## config.mk

```make
export PLATFORM = sky130hd
export DESIGN_NAME = main_ctrl
export DESIGN_NICKNAME = d
export VERILOG_FILES = /design/src/rtl/main_ctrl.sv
export SDC_FILE = /design/constraint.sdc
export NUM_CORES = 1
export LEC_CHECK = 0
export ABC_AREA = 1
export BUFFER_PORTS_ARGS = -buffer_cell sky130_fd_sc_hd__buf_2
export CORE_MARGIN = 1
export CORE_UTILIZATION = 45
export DETAILED_ROUTE_END_ITERATION = 6
export PLACE_DENSITY = 0.73
export REMOVE_ABC_BUFFERS = 1
export SLEW_MARGIN = 20
export SYNTH_ARGS = -nofsm -noshare
export SYNTH_HDL_FRONTEND = slang
export SYNTH_SLANG_ARGS = --single-unit
```

## constraint.sdc

```tcl
create_clock -name clk -period 1.92 [get_ports clk]
set_clock_uncertainty 0.1 [all_clocks]
set_input_delay 0.384 -clock clk [delete_from_list [all_inputs] [get_ports clk]]
set_output_delay 0.384 -clock clk [all_outputs]
set_load 0.01 [all_outputs]
```

## src/rtl/main_ctrl.sv

```systemverilog
// Keypad command decoder: turns key press edges into one-cycle window/environment
// command pulses and holds the run/edit mode flag and the current view width.
module main_ctrl #(
  parameter int DEFAULT_WIDTH = 32,
  parameter int MIN_WIDTH     = 8,
  parameter int MAX_WIDTH     = 64
) (
  input  logic        clk,
  input  logic        rst,
  input  logic [15:0] keys,
  output logic [6:0]  win_ctrl_cmd,
  output logic [7:0]  envo_ctrl_cmd,
  output logic [7:0]  view_width,
  output logic        mode
);

  localparam logic [7:0] DEF_W = 8'(DEFAULT_WIDTH);
  localparam logic [7:0] MIN_W = 8'(MIN_WIDTH);
  localparam logic [7:0] MAX_W = 8'(MAX_WIDTH);

  logic [15:0] key_prev_q, key_prev_d;
  logic        mode_q, mode_d;
  logic [6:0]  win_q, win_d;
  logic [7:0]  envo_q, envo_d;
  logic [7:0]  width_q, width_d;
  logic [15:0] press;
  logic        edit;

  always_comb begin
    press      = keys & ~key_prev_q;
    edit       = ~mode_q;
    key_prev_d = keys;
    mode_d     = mode_q ^ press[10];
    width_d    = width_q;
    win_d      = '0;
    envo_d     = '0;

    win_d[3:0] = press[3:0];

    // Edit-only commands are gated by the mode held before this edge's toggle.
    if (edit) begin
      envo_d[3:0] = press[7:4];
      envo_d[4]   = press[8];
      envo_d[5]   = press[11];
      envo_d[6]   = press[9];
      envo_d[7]   = press[15];
    end

    if (press[14]) begin
      win_d[6] = 1'b1;
      width_d  = DEF_W;
    end else if (press[12] && !press[13]) begin
      win_d[4] = 1'b1;
      width_d  = (width_q > MIN_W) ? (width_q >> 1) : width_q;
    end else if (press[13] && !press[12]) begin
      win_d[5] = 1'b1;
      width_d  = (width_q < MAX_W) ? (width_q << 1) : width_q;
    end
  end

  always_ff @(posedge clk) begin
    if (!rst) begin
      key_prev_q <= keys;
      mode_q     <= 1'b0;
      win_q      <= '0;
      envo_q     <= '0;
      width_q    <= DEF_W;
    end else begin
      key_prev_q <= key_prev_d;
      mode_q     <= mode_d;
      win_q      <= win_d;
      envo_q     <= envo_d;
      width_q    <= width_d;
    end
  end

  assign win_ctrl_cmd  = win_q;
  assign envo_ctrl_cmd = envo_q;
  assign view_width    = width_q;
  assign mode          = mode_q;

endmodule

```

==> results.py, run 1 <==
metrics = {
    "setup_path": {
        "startpoint": "key_prev_q[13]",
        "worstReg2RegStart": "key_prev_q[13]",
        "critPathCaptureType": "flip-flop",
        "max_stage_delay_ns": 0.31,
        "required_ns": 2.06,
        "critical_path.cell_chain": "nor2_1 -> inv_1 -> ha_1 -> nand2_1 -> inv_1 -> nand2_1 -> nand3_2 -> buf_4 -> a21oi_1 -> nor2_1",
        "crit_type": "flip-flop to flip-flop",
        "start_kind": "flip-flop",
        "arrival_ns": 1.78,
        "path_delay_family": "simple AND/OR/NAND/NOR gates",
        "cp_slowest_cell": "dfxtp_1",
        "ff2ff_setup_slack_ns": 0.28,
        "worst-path-buf-inv": 3,
        "cp-endpoint": "view_width[6]",
        "critPathMaxFanout": 5,
        "rr_endpoint": "view_width[6]",
        "reg2regPathDepth": 10,
        "cp.depth": 10,
    },
    "logic_synthesis": {
        "ys_seq_area_share_pct": 60.95,
        "synth.avg_cell_area_um2": 9.589,
        "synth-seq-cells": 40,
        "netlist_top_cells_area": "dfxtp_1 (61%), nand2_1 (7.7%), nor2_1 (5.4%), nor3b_1 (4.6%), nand3_2 (3.8%)",
        "yosys.area.top_type": "dfxtp_1",
        "syn_area_um2": 1314,
        "yosysWarnings": 0,
        "syn_inst": 137,
        "ys_types": 18,
        "post-synth-top-area-fraction_pct": 60.95,
    },
    "layout": {
        "fill_cells": 242,
        "antenna_cells": 0,
        "syn_to_final_growth_pct": 26.00,
        "nNetsFinal": 206,
        "final_common_cell": "buf_2",
        "drive_gt1_share_pct": 32.62,
        "fin_util_pct": 60.03,
        "final_cell_mix": "buf_2 (41), dfxtp_1 (40), nand2_1 (27)",
    },
    "clocking": {
        "cts_tree": "done",
        "h-tree-depth": 2,
        "clockBufferDepth": 2,
        "cts_setup_buffers": 0,
        "hold_buffers": 0,
        "clock-sinks": 40,
        "clockRootBuffer": "clkbuf_4",
        "path_clk_slew_ns": 0.11,
        "cts_resized": 0,
        "worstSkewPairLatency_ns": 0.34,
        "cts_buffers": 5,
    },
    "placed_design": {
        "dp_hpwl_um": 1678,
        "io_buffers": 41,
        "gp_congestion": 0.7815,
    },
    "grt": {
        "grt_pass1_vias": 961,
        "grtUsageTotal_pct": 16.13,
        "grt_overflow_total": 0,
        "grt_max_degree": 13,
        "antenna_found_initial": 0,
        "grt_pass1_wl_um": 3808,
    },
    "detailed_routing": {
        "vias": 996,
        "via_per_inst": 4.569,
        "wirelength_um": 2266,
        "route.detailed.drc": 0,
        "firstDrtPassIters": 4,
        "antenna_left": 0,
        "wire_per_inst_um": 10.39,
        "drtIter0Drc": 22,
    },
    "die": {
        "core.rowCount": 19,
        "ios": 42,
        "core_um2": 2758,
        "die-area_um2": 3139,
        "dieHeight_um": 56.03,
        "initial_core_util_pct": 47.64,
        "die_w_um": 56.03,
    },
    "power_and_ir_drop": {
        "power_mw": 1.693,
        "ir_worst_vdd_mv": 0.7998,
        "leakagePower_nw": 0.8333,
        "power_density_nw_per_um2": 1023,
    },
    "sta": {
        "setup_violations": 0,
        "period_minus_slack_ns": 1.639,
        "fmax_ghz": 0.6101,
        "tightest_slew_ns": 0.3967,
        "finalCritPeriodShare_pct": 85.37,
        "tns_ns": 0,
        "rsz0062_at_grt": "no",
        "slew_violations": 0,
        "hold_viol": 0,
        "slew_headroom_pct": 73.27,
    },
    "run_status": {
        "status": "finished clean",
    },
    "flow_run": {
        "cap_violations": 0,
    },
    "worst_hold_path": {
        "min_path_type": "primary input to flip-flop",
    },
}
## how the worst min path moves through the flow
| stage | from | to | slack (ns) | cells after the start |
|---|---|---|---|---|
| 5_1_grt | keys[14] | key_prev_q[14] | 0.02 | 1 |
| 3_5_place_dp | key_prev_q[0] | win_ctrl_cmd[0] | 0.28 | 1 |
| 3_3_place_gp | key_prev_q[1] | win_ctrl_cmd[1] | 0.27 | 1 |
| 6_report | keys[8] | key_prev_q[8] | 0.05 | 1 |
| 4_1_cts | keys[4] | key_prev_q[4] | 0.02 | 1 |
| 2_1_floorplan | key_prev_q[0] | win_ctrl_cmd[0] | 0.27 | 1 |
## Yosys cell counts
library cell	n
inv_6	1
buf_2	1
dfxtp_1	40
nand2_4	1
nand2_1	27
o21ai_0	2
nor3b_1	8
buf_6	2
nand3_2	5
nor2_1	19
ha_1	2
o21a_1	1
nor2_4	1
a21oi_1	8
nor3_1	1
mux2i_1	2
inv_1	13
nand3_1	3
## sequential cells by signal (all words and copies together) (netlist names)
signal and flops:
key_prev_q 16, envo_ctrl_cmd 8, view_width 8, win_ctrl_cmd 7, mode 1
## cells by family after synthesis
group / Yosys count / share of synthesized area [%]
compound gates: 11 / 4.381
fa+ha+maj: 2 / 1.904
buf+inv: 17 / 6.476
flops: 40 / 60.95
mux: 2 / 1.524
simple gates: 65 / 24.76
## stage by stage
stage | setup slack (ns) | hold WS (ns) | instances | area, µm²
after global placement | 0.1510 | 0.2693 | 210 | 1560
final | 0.2809 | 0.04586 | 218 | 1655
after global routing | 0.1448 | 0.01586 | 218 | 1655
after detailed placement | 0.09297 | 0.2752 | 210 | 1560
after floorplan | 0.09315 | 0.2665 | 134 | 1286
after CTS | 0.2935 | 0.02402 | 218 | 1655
## layer usage
layer | GRT usage, % | part of all wire, %
met5 | 0 | 0
met4 | 9.756 | 2.3
met3 | 7.674 | 8.0
met2 | 24.83 | 46
met1 | 18.01 | 44
## power by group
group / switching [mW] / internal (mW)
sequential: 0.0222 / 0.874
combinational: 0.109 / 0.0844
clock: 0.258 / 0.346
total: 0.389 / 1.30
## area by class of cell
type                    instances  area [µm²]  share of cell area, %
repair buffers                 45       235.2                  14.21
multi-input cells              80       427.9                  25.85
clock inverters                 1       30.03                  1.814
well taps                      31       38.79                  2.343
inverters                      14       57.56                  3.477
flip-flops and latches         40       800.8                  48.37
clock buffers                   7       65.06                  3.930
Note: power is estimated with default switching activity, not from simulation.
==> run 2, diff against run 1 <==
--- a/config.mk
+++ b/config.mk
@@ -6,11 +6,12 @@
 export NUM_CORES = 1
 export LEC_CHECK = 0
 export ABC_AREA = 1
-export BUFFER_PORTS_ARGS = -buffer_cell sky130_fd_sc_hd__buf_2
+export BUFFER_PORTS_ARGS = -buffer_cell sky130_fd_sc_hd__buf_4
 export CORE_MARGIN = 1
-export CORE_UTILIZATION = 45
+export CORE_UTILIZATION = 48
+export CTS_CLUSTER_DIAMETER = 40
 export DETAILED_ROUTE_END_ITERATION = 6
-export PLACE_DENSITY = 0.73
+export PLACE_DENSITY = 0.77
 export REMOVE_ABC_BUFFERS = 1
 export SLEW_MARGIN = 20
 export SYNTH_ARGS = -nofsm -noshare
==> run 2 against run 1 <==
Combinational power increased by 17%; sequential share of layout area is 2.2 points lower; utilization is 8.8 points higher; fmax down 4.8%; design area increased by 4.8%; largest cell class unchanged; largest power group unchanged.
==> results.py, run 2 (synthesized netlist as in run 1, its figures left out) <==
metrics = {
    "grt": {
        "top_usage_layer": "met2",
        "grt_pass1_vias": 950,
        "use_met2_pct": 34.55,
        "use_met3_pct": 6.944,
        "grt_overflow_total": 0,
        "grt_pass1_wl_um": 3953,
        "antenna_found_initial": 0,
        "grt_max_degree": 12,
        "grt_util_met1_pct": 20.48,
        "grtUsageTotal_pct": 19.36,
    },
    "setup_path": {
        "rr_endpoint": "view_width[0]",
        "cp_slowest_cell": "dfxtp_1",
        "arrival_ns": 1.85,
        "start_kind": "flip-flop",
        "reg2regPathDepth": 10,
        "worstReg2RegStart": "key_prev_q[13]",
        "max_stage_delay_ns": 0.32,
        "critPathCaptureType": "flip-flop",
        "ff2ff_setup_slack_ns": 0.20,
        "critPathMaxFanout": 6,
        "crit_type": "flip-flop to flip-flop",
        "required_ns": 2.05,
        "critical_path.cell_chain": "nor2_1 -> inv_1 -> ha_1 -> nand2_1 -> inv_1 -> nand2_1 -> nand3_2 -> buf_4 -> a21oi_1 -> nor2_1",
    },
    "sta": {
        "hold_viol": 0,
        "fmax_ghz": 0.5808,
        "tns_ns": 0,
        "whs_ns": 0.05202,
        "rsz0062_at_grt": "no",
        "slew_headroom_pct": 81.61,
        "setup_violations": 0,
        "slew_violations": 0,
        "tightest_slew_ns": 0.2752,
        "finalCritPeriodShare_pct": 89.68,
        "period_minus_slack_ns": 1.722,
    },
    "detailed_routing": {
        "drtIter0Drc": 12,
        "wire_per_inst_um": 11.65,
        "wirelength_um": 2552,
        "route.detailed.drc": 0,
        "firstDrtPassIters": 4,
        "via_per_inst": 4.900,
        "antenna_left": 0,
        "vias": 1073,
    },
    "die": {
        "initial_core_util_pct": 52.08,
        "ios": 42,
        "core.rowCount": 18,
        "die-area_um2": 2950,
        "die_w_um": 54.32,
        "dieHeight_um": 54.32,
        "core_um2": 2522,
    },
    "clocking": {
        "worstSkewPairLatency_ns": 0.33,
        "path_clk_slew_ns": 0.12,
        "clock-sinks": 40,
        "cts_setup_buffers": 0,
        "cts_buffers": 5,
        "cts_resized": 0,
        "h-tree-depth": 2,
        "clockBufferDepth": 2,
        "hold_buffers": 0,
        "cts_tree": "done",
        "clockRootBuffer": "clkbuf_4",
    },
    "layout": {
        "regMostFlops": "key_prev_q",
        "final_common_cell": "buf_4",
        "largest_register_ffs": 16,
        "drive_gt1_share_pct": 32.28,
        "nNetsFinal": 208,
        "final_cell_mix": "buf_4 (47), dfxtp_1 (40), nand2_1 (27)",
        "syn_to_final_growth_pct": 32.09,
        "antenna_cells": 0,
        "stdcell_count": 219,
        "fin_util_pct": 68.80,
    },
    "power_and_ir_drop": {
        "leakagePower_nw": 0.8419,
        "ir_worst_vdd_mv": 0.6727,
        "power_density_nw_per_um2": 892.7,
        "power_mw": 1.549,
    },
    "worst_hold_path": {
        "holdPathEnd": "key_prev_q[4]",
        "hold_depth": 1,
        "min_path_type": "primary input to flip-flop",
        "min-delay-start": "keys[4]",
    },
    "flow_run": {
        "cap_violations": 0,
    },
    "placed_design": {
        "io_buffers": 41,
        "dpl.cell_count": 211,
        "dp_hpwl_um": 1993,
        "gp_congestion": 0.8124,
    },
    "run_status": {
        "status": "finished clean",
    },
}
## run 2: worst max path at each step
| stage | start | end |
|---|---|---|
| 2_1_floorplan | keys[13] | view_width[3] |
| 3_3_place_gp | keys[13] | view_width[4] |
| 3_5_place_dp | keys[13] | view_width[0] |
| 4_1_cts | key_prev_q[13] | view_width[0] |
| 5_1_grt | key_prev_q[12] | view_width[0] |
| 6_report | key_prev_q[13] | view_width[0] |
## run 2: worst max-delay path, delay by kind of cell (launching register included)
kind	cells	cell delay, ns
buffers and inverters	3	0.29
adder cells (fa/ha/maj)	1	0.27
flip-flops	1	0.32
AO/OA/AOI/OAI	1	0.13
AND/OR/NAND/NOR	5	0.50
## run 2: through the flow
stage,setup slack [ns],instance area [µm²]
global placement,0.1462,1677
finish,0.1981,1735
CTS,0.1938,1735
detailed placement,0.01546,1677
floorplan,0.09315,1286
global route,0.06579,1735
## run 2: cell type report
type / count / area, µm²
timing repair buffer: 47 / 352.8
sequential: 40 / 800.8
clock buffer: 8 / 58.81
tap: 30 / 37.54
fill: 188 / 787.0
multi-input combinational: 80 / 427.9
inverter: 14 / 57.56
## run 2: per-layer routing
metal | up-vias | wire length [µm]
met5 | - | 0
met4 | 0 | 36
met3 | 6 | 187
met2 | 46 | 1334
met1 | 488 | 993
li1 | 533 | -
## run 2: where the power goes
part           switching [mW]  internal (mW)
sequential             0.0264          0.874
combinational           0.113          0.112
clock                   0.243          0.181
